File: config.mk
export PLATFORM = sky130hd
export DESIGN_NAME = game_flow_ctrl
export DESIGN_NICKNAME = d
export VERILOG_FILES = /design/src/rtl/game_flow_pkg.sv /design/src/rtl/game_flow_ctrl_bcd4_counter.sv /design/src/rtl/game_flow_ctrl.sv
export SDC_FILE = /design/constraint.sdc
export NUM_CORES = 1
export LEC_CHECK = 0
export ABC_AREA = 1
export CORE_MARGIN = 5
export CORE_UTILIZATION = 35
export DETAILED_ROUTE_END_ITERATION = 8
export PLACE_DENSITY = 0.62
export SLEW_MARGIN = 15
export SYNTH_ARGS = -nofsm -noshare
export SYNTH_HDL_FRONTEND = slang
export SYNTH_SLANG_ARGS = --single-unit
File: constraint.sdc
create_clock -name clk -period 1.6 [get_ports clk]
set_input_delay 0.24 -clock clk [delete_from_list [all_inputs] [get_ports clk]]
set_output_delay 0.24 -clock clk [all_outputs]
set_load 0.005 [all_outputs]
File: src/rtl/game_flow_pkg.sv
`default_nettype none
// +-----------------------------------------------------------------------------
// | game_flow_pkg
// | Shared state encoding, BCD constants and BCD increment helper.
// | Revision: 1.0
// +-----------------------------------------------------------------------------
package game_flow_pkg;

   typedef enum logic [1:0] {
      ST_ATTRACT = 2'd0,
      ST_PLAY    = 2'd1,
      ST_RESPAWN = 2'd2,
      ST_OVER    = 2'd3
   } state_t;

   localparam int          c_bcd_w     = 4;
   localparam logic [15:0] c_score_max = 16'h9999;

   // Ripple a +1 through four BCD digits; each digit wraps 9 -> 0 with carry.
   function automatic logic [15:0] bcd_inc(input logic [15:0] val);
      logic [15:0] res;
      logic        carry;
      res   = val;
      carry = 1'b1;
      for (int i = 0; i < 4; i++) begin
         if (carry) begin
            if (val[i*c_bcd_w +: c_bcd_w] == 4'd9) begin
               res[i*c_bcd_w +: c_bcd_w] = 4'd0;
            end else begin
               res[i*c_bcd_w +: c_bcd_w] = val[i*c_bcd_w +: c_bcd_w] + 4'd1;
               carry = 1'b0;
            end
         end
      end
      return res;
   endfunction

endpackage
`default_nettype wire

File: src/rtl/game_flow_ctrl_bcd4_counter.sv
`default_nettype none
// +-----------------------------------------------------------------------------
// | bcd4_counter
// | 4-digit BCD counter with synchronous clear and saturation at 9999.
// | Revision: 1.0
// +-----------------------------------------------------------------------------
module bcd4_counter
   import game_flow_pkg::*;
(
   input  logic                   clk,
   input  logic                   rst,
   input  logic                   clr,
   input  logic                   inc,
   output logic [4*c_bcd_w-1:0]   count
);

   logic [4*c_bcd_w-1:0] r_count;

   always_ff @(posedge clk or negedge rst) begin
      if (!rst) begin
         r_count <= '0;
      end else if (clr) begin
         r_count <= '0;
      end else if (inc && (r_count != c_score_max)) begin
         r_count <= bcd_inc(r_count);
      end
   end

   assign count = r_count;

endmodule
`default_nettype wire

File: src/rtl/game_flow_ctrl.sv
`default_nettype none
// +-----------------------------------------------------------------------------
// | game_flow_ctrl
// | Game phase sequencer: lives, BCD score, respawn/game-over frame timing.
// | Optional high score register enabled by GAME_FLOW_HISCORE_EN.
// | Revision: 1.0
// +-----------------------------------------------------------------------------
module game_flow_ctrl
   import game_flow_pkg::*;
#(
   parameter int LIVES          = 3,
   parameter int RESPAWN_FRAMES = 120,
   parameter int OVER_FRAMES    = 180
) (
   input  logic        clk,
   input  logic        rst,
   input  logic        vs_neg,
   input  logic        start,
   input  logic        hit,
   input  logic        hited,
   output logic        play,
   output logic        invuln,
   output logic        game_over,
   output logic        frame_tick,
   output logic [1:0]  state,
   output logic [3:0]  lives,
   output logic [15:0] score,
   output logic [15:0] hiscore
);

   state_t      r_state;
   logic        r_start_q;
   logic [7:0]  r_timer;
   logic [3:0]  r_lives;
   logic        r_play;
   logic        r_invuln;
   logic        r_game_over;
   logic        r_frame_tick;
   logic        w_start_rise;
   logic        w_in_play;
   logic        w_new_game;
   logic        w_score_inc;
   logic [15:0] w_score;

   assign w_start_rise = start & ~r_start_q;
   assign w_in_play    = (r_state == ST_PLAY) || (r_state == ST_RESPAWN);
   assign w_new_game   = w_start_rise &&
                         ((r_state == ST_ATTRACT) || ((r_state == ST_OVER) && (r_timer == 8'd0)));
   assign w_score_inc  = hit && w_in_play;

   always_ff @(posedge clk or negedge rst) begin
      if (!rst) begin
         r_state      <= ST_ATTRACT;
         r_start_q    <= 1'b1;
         r_timer      <= 8'd0;
         r_lives      <= 4'd0;
         r_play       <= 1'b0;
         r_invuln     <= 1'b0;
         r_game_over  <= 1'b0;
         r_frame_tick <= 1'b0;
      end else begin
         r_start_q    <= start;
         r_frame_tick <= vs_neg && w_in_play;
         // Any reload below overrides this, so a fresh load is never decremented.
         if (vs_neg && (r_timer != 8'd0)) begin
            r_timer <= r_timer - 8'd1;
         end
         case (r_state)
            ST_ATTRACT, ST_OVER: begin
               if (w_new_game) begin
                  r_state     <= ST_PLAY;
                  r_lives     <= 4'(LIVES);
                  r_play      <= 1'b1;
                  r_game_over <= 1'b0;
               end
            end
            ST_PLAY: begin
               if (hited) begin
                  if (r_lives <= 4'd1) begin
                     r_state     <= ST_OVER;
                     r_lives     <= 4'd0;
                     r_timer     <= 8'(OVER_FRAMES);
                     r_play      <= 1'b0;
                     r_game_over <= 1'b1;
                  end else begin
                     r_state  <= ST_RESPAWN;
                     r_lives  <= r_lives - 4'd1;
                     r_timer  <= 8'(RESPAWN_FRAMES);
                     r_invuln <= 1'b1;
                  end
               end
            end
            ST_RESPAWN: begin
               if (vs_neg && (r_timer == 8'd1)) begin
                  r_state  <= ST_PLAY;
                  r_invuln <= 1'b0;
               end
            end
            default: r_state <= ST_ATTRACT;
         endcase
      end
   end

   bcd4_counter u_score (
      .clk   (clk),
      .rst   (rst),
      .clr   (w_new_game),
      .inc   (w_score_inc),
      .count (w_score)
   );

`ifdef GAME_FLOW_HISCORE_EN
   logic [15:0] r_hiscore;

   // Score is frozen while in OVER, so sampling it there captures the final score.
   always_ff @(posedge clk or negedge rst) begin
      if (!rst) begin
         r_hiscore <= 16'h0000;
      end else if ((r_state == ST_OVER) && (w_score > r_hiscore)) begin
         r_hiscore <= w_score;
      end
   end

   assign hiscore = r_hiscore;
`else
   assign hiscore = 16'h0000;
`endif

   assign state      = r_state;
   assign play       = r_play;
   assign invuln     = r_invuln;
   assign game_over  = r_game_over;
   assign frame_tick = r_frame_tick;
   assign lives      = r_lives;
   assign score      = w_score;

endmodule
`default_nettype wire

* Word level (Yosys, flattened, before mapping)
Cells that the tools add are included.
Widths: inputs -> output; s select.
** Cells by class
- Add/sub/neg operators :: 6
- Magnitude comparators :: 1
- Equality and inequality tests :: 14
- Mux-type cells :: 45
- Bitwise operators :: 2
- Reductions and logical operators :: 26
** Operators by type and width (number)
- $mux 4 :: 10
- $mux 16 :: 2
- $mux 8 :: 4
- $mux 1 :: 21
- $add 4x1->4 const B :: 4
- $eq 4x4->1 const B :: 4
- $ne 16x16->1 const B :: 1
- $reduce_bool 2->1 :: 6
- $eq 8x1->1 const B :: 1
- $logic_not 8->1 :: 1
- $pmux 4 s2 :: 1
- $reduce_and 4->1 :: 2
- $reduce_bool 8->1 :: 1
- $sub 8x1->8 const B :: 1
- $logic_and 1x1->1 :: 7
- $mux 2 :: 3
- $ne 2x1->1 const B :: 3
- $pmux 1 s2 :: 3
- $pmux 2 s3 :: 1
- $reduce_and 2->1 :: 3
- $reduce_and 3->1 :: 2
- $eq 2x2->1 const B :: 2
- $le 4x1->1 const B :: 1
- $ne 2x2->1 const B :: 2
- 7 further kinds :: 8
** Word-level totals
- Flip-flop bits (word level) :: 35
- Input port bits :: 6
- Output and inout bits :: 42

* Longest topological paths before layout
- Depth in word-level cells :: 15
- Mapped depth :: 11
- Mapped depth without buffers :: 11

* Modules after synthesis
Synthesis repeated with hierarchy kept, for this count alone.
** Second synthesis, totals
- Cell total of the unflattened synthesis :: 315
- Area, all modules :: 2463.6 um2
** By module, submodules not included
- game_flow_ctrl :: instances 1, cells each 192, area an instance 1440.1 um2, seq. area each 476.7 um2
- bcd4_counter :: instances 1, cells each 123, area an instance 1023.5 um2, seq. area each 400.4 um2

* Least setup slack after synthesis
OpenSTA, ideal clock, no wires.
- Path type :: register to register
- Start :: register r_state[1], in the netlist state[1]
- End :: register r_lives[0], in the netlist lives[0]
- Library setup time :: 0.121 ns
- Data arrival time :: 1.365 ns
- Required time :: 1.479 ns
- Slack :: 0.114 ns
- Cell stages (with the launch flop) :: 11
- Path buffers :: 1
- Clock period less this slack :: 1.486 ns
- Cells stage by stage :: dfrtp_1 -> inv_1 -> ha_1 -> buf_2 -> inv_2 -> nor2_1 -> o21bai_1 -> inv_2 -> nand2_8 -> nand2_2 -> o21ai_2
** On the way
- Word-level cells in the longest chain between the ends :: 6
- Elaborated cells on any way between the ends :: 12
- Those cells by class :: eq/ne (4); mux (1); reduce/logical (7)
** Ends and longest elaborated chain
- start, declared :: line game_flow_ctrl.sv:31 : state_t r_state;
- start signal, assigned :: line game_flow_ctrl.sv:53 : r_state <= ST_ATTRACT;
- start signal, assigned :: line game_flow_ctrl.sv:71 : r_state <= ST_PLAY;
- start signal, assigned :: line game_flow_ctrl.sv:80 : r_state <= ST_OVER;
- $eq 2x2->1 :: line game_flow_ctrl.sv:48, game_flow_ctrl.sv:68
- $logic_and 1x1->1 :: line game_flow_ctrl.sv:48 : ((r_state == ST_ATTRACT) || ((r_state == ST_OVER) && (r_timer == 8'd0)));
- $logic_or 1x1->1 :: line game_flow_ctrl.sv:48
- $logic_and 1x1->1 :: line game_flow_ctrl.sv:47 : assign w_new_game = w_start_rise &&
- $ne 2x1->1 (no source line)
- $reduce_and 3->1 (no source line)
- end signal, assigned :: line game_flow_ctrl.sv:72 : r_lives <= 4'(LIVES);
- end signal, assigned :: line game_flow_ctrl.sv:87 : r_lives <= r_lives - 4'd1;
- end, declared :: line game_flow_ctrl.sv:34 : logic [3:0] r_lives;
Several ways; a longest one is shown, not always the timed one.
A chain may end at the register's enable or synchronous reset.

* Worst setup path in the final report
- Start :: register r_state[0], in the netlist state[0]
- End :: output port state[0]
** RTL lines
- end, declared :: line game_flow_ctrl.sv:25 : output logic [1:0] state,
No word-level cell between the ends.

==> results.md <==
* CTS buffer count at 5
* Area grow syn2layout at 30.0%
* Slowest CP cell: clkdlybuf4s50_1
* DPL Wire Length at 4.01 mm
* Grt total ovfl at 0
* PwrDens at approximately 1600 nW/um^2
* Status: complete, no violations
* Max clock buf depth at 2
* Worst hold path depth at 1
* GR Util met1 at 15.2%
* YS warnings at 0
* RePlAce Congestion at 0.849
* Die Ht at 93.9 um
* Die area at 8810 um^2
* Post-Syn Area at 2460 um^2
* Final hold slack at 396 ps
* R2R setup slack at roughly 60 ps
* Core area at around 6800 um^2
* CP Launch Point: state[0]
* Period utilisation layout at 97.6%
* FF-to-FF path depth at 8
* Vias at 2,009
* H-Tree Depth at 2
* Root buffer cell: clkbuf_8
* Data arrival, critical path at about 1300 ps
* CP delay by family, top: buffers and inverters
* Top-level I/O count at 48
* M3 GR Usage at 3.04%
* Inserted Diodes at 0
* Worst Path Buf+Inv at 2
* Peak Freq at 0.640 GHz
* Wire per inst at 11.7 um
* Starting Density at a little over a third
* WHS Endpoint: r_start_q
* Largest net degree at the start of global routing at 20
* RSZ-0062 raised after global routing: yes
* CP Max Fanout at 3
* Top Usage Layer GRT: met2
* Nets at 369
* Share of layout cells above drive strength 1 at 33.0%
* Final Instance Area at 3200 um^2
* DP Area at between 2000 and 3000 um^2
* FF-to-FF Start: state[0]
* Post-DRT Antenna Nets at 0
* Maximum VDD drop at 1.05 mV
* Syn avg cell area at 8.73 um^2
* Sequential area share after synthesis at 35.6%
* Initial antenna violation count at 0
* DR vias/cell at about 4.5
* Hold path start: start
* GR Layer Usage met2 at 21.3%
* Max Slew Vio Count at 0
* Setup violations, final at 0
* Row count at 30
* Pre-antenna DRT Iters at 4
* CP cell instances: buf_6, clkdlybuf4s50_1
* Vias in the first global route at 1,978
* Netlist cell types at 35
* Clock skew at ~12 ps
* Fin util at 46.8%
* First-pass GRT wire length at roughly 8.8 mm
* Max_cap viols at 0
* CTS tree: yes
* GRT Overall Usage at 12.4%
* Filler instances at approximately 680
* Crit. End Element: output pin
* # DRC at 0
* Min-delay worst type: input port to flop
* Chip width at between 90 and 100 um
* Cells after synthesis at between 200 and 300
* CP Class: flop to output pin
* Clock tree sinks at 35
* Final WL at approximately 5.2 mm
* Synth Register Bits at 35
* Clock transition at path regs at 80 ps
* CP max stage delay at 490 ps
* Worst setup SP type: flop
* Buffers on Ports at 31
* Critical path required time at around 1400 ps
* Hold Fails Final Rpt at 0
* Clock latency on the worst-skew pair at 290 ps
* R2r endpoint: u_score.count[12]
* Initial drt markers at 28
* P_leak at 1.53 nW
* Final min period at between 1500 and 2000 ps
[power by group]
group / internal, W / switching [W] / total, W
registers: 0.00119 / 0.000243 / 0.00143
clock network: 0.000298 / 0.000331 / 0.000629
logic: 0.00142 / 0.00167 / 0.00309
total: 0.00290 / 0.00225 / 0.00515
[Yosys cell counts]
cell type,instances,area share [%]
o21ai_0,5,1.0
nand2_1,45,6.9
nor2_4,3,1.4
dfstp_2,1,1.1
conb_1,1,0.15
o21ai_4,1,0.66
o211ai_1,4,1.2
dfrtp_1,34,35
o22ai_2,2,1.0
a21oi_1,4,0.81
or2_2,1,0.25
o21ai_2,9,3.2
xnor2_1,2,0.71
nand2_2,11,2.8
nand3_4,5,3.6
nand2_4,2,0.91
buf_12,1,0.81
inv_2,14,2.1
nand4_1,10,2.5
o21bai_1,1,0.30
nor3_1,1,0.20
buf_4,16,4.9
nor2_2,1,0.25
nand2_8,3,2.4
nor2_1,19,2.9
clkinv_1,1,0.15
a21oi_2,1,0.36
buf_6,1,0.46
nand3_2,2,0.81
nand3_1,25,5.1
inv_1,25,3.8
ha_1,16,8.1
buf_2,1,0.20
o21ai_1,4,0.81
xor2_1,10,3.6
[how the worst max path moves through the flow]
stage	slack, ps	end	cells after the start
after CTS	10	lives[0]	11
after global routing	-30	play	11
after global placement	60	u_score.count[9]	8
after detailed placement	20	lives[0]	11
after floorplan	110	lives[0]	10
final	40	state[0]	2
[per-stage QoR]
step	setup WS (ps)	TNS (ps)	power, W	std cells
CTS	13.6	0	0.00499	432
finish	37.6	0	0.00515	444
detailed placement	23.8	0	0.00433	423
floorplan	114	0	0.00333	297
global placement	57.5	0	0.00428	423
global route	-25.2	-61.9	0.00567	444
[cell usage in the layout (no fill, tap or decap), drive strengths merged, types with 2 or more instances in the layout]
cell type | synthesis | final
nand2 | 61 | 62
inv | 39 | 39
dfrtp | 34 | 34
nand3 | 32 | 32
clkdlybuf4s50 | 0 | 30
buf | 19 | 30
nor2 | 23 | 23
o21ai | 19 | 19
conb | 1 | 16
ha | 16 | 16
xor2 | 10 | 10
nand4 | 10 | 10
clkbuf | 0 | 5
a21oi | 5 | 5
o211ai | 4 | 4
clkinv | 1 | 4
xnor2 | 2 | 2
o22ai | 2 | 2
[flip-flops by register name, summed over array words and instances, names as in the netlist]
name           flops
frame_tick         1
game_over          1
invuln             1
lives              4
play               1
r_start_q          1
r_timer            8
state              2
u_score.count     16
[worst register-to-register path, stage by stage (launching register included)]
cell and delay [ps]:
dfrtp_1 410, inv_2 80, ha_4 280, nand2_1 60
inv_2 80, nand3_4 130, o21ai_4 230, nand3_1 110
nand2_1 80
[per-layer routing]
metal,part of all wire [%],vias to the layer above
met5,0,-
met4,1.3,0
met1,44,954
li1,-,1010
met3,4.0,8
met2,51,37
[cells by family (layout without fill, tap and decap cells)]
family	after synthesis	after routing	share of synthesized area, %
simple gates	128	129	30.0
buf+inv	59	109	12.4
flops	35	35	35.6
compound gates	31	31	9.40
fa+ha+maj	16	16	8.13
xor+xnor	12	12	4.27
other cells	1	16	0.152
[cell type report]
type / count / area [um^2] / area share (%)
clock buffers: 5 / 68.8 / 2.15
multi-input cells: 204 / 1400 / 43.9
repair buffers: 61 / 562 / 17.6
inverters: 40 / 150 / 4.69
well taps: 96 / 120 / 3.75
clock inverters: 3 / 15.0 / 0.469
flip-flops and latches: 35 / 881 / 27.5
[what timing repair did]
action / in CTS / in global routing
buffers inserted: 0 / 11
gates resized for setup: 0 / 23
hold buffers: 1 / 0
hold endpoints to repair: 16 / 0
setup endpoints to repair: 0 / 30
No activity file was read; power rests on OpenSTA's default activity.
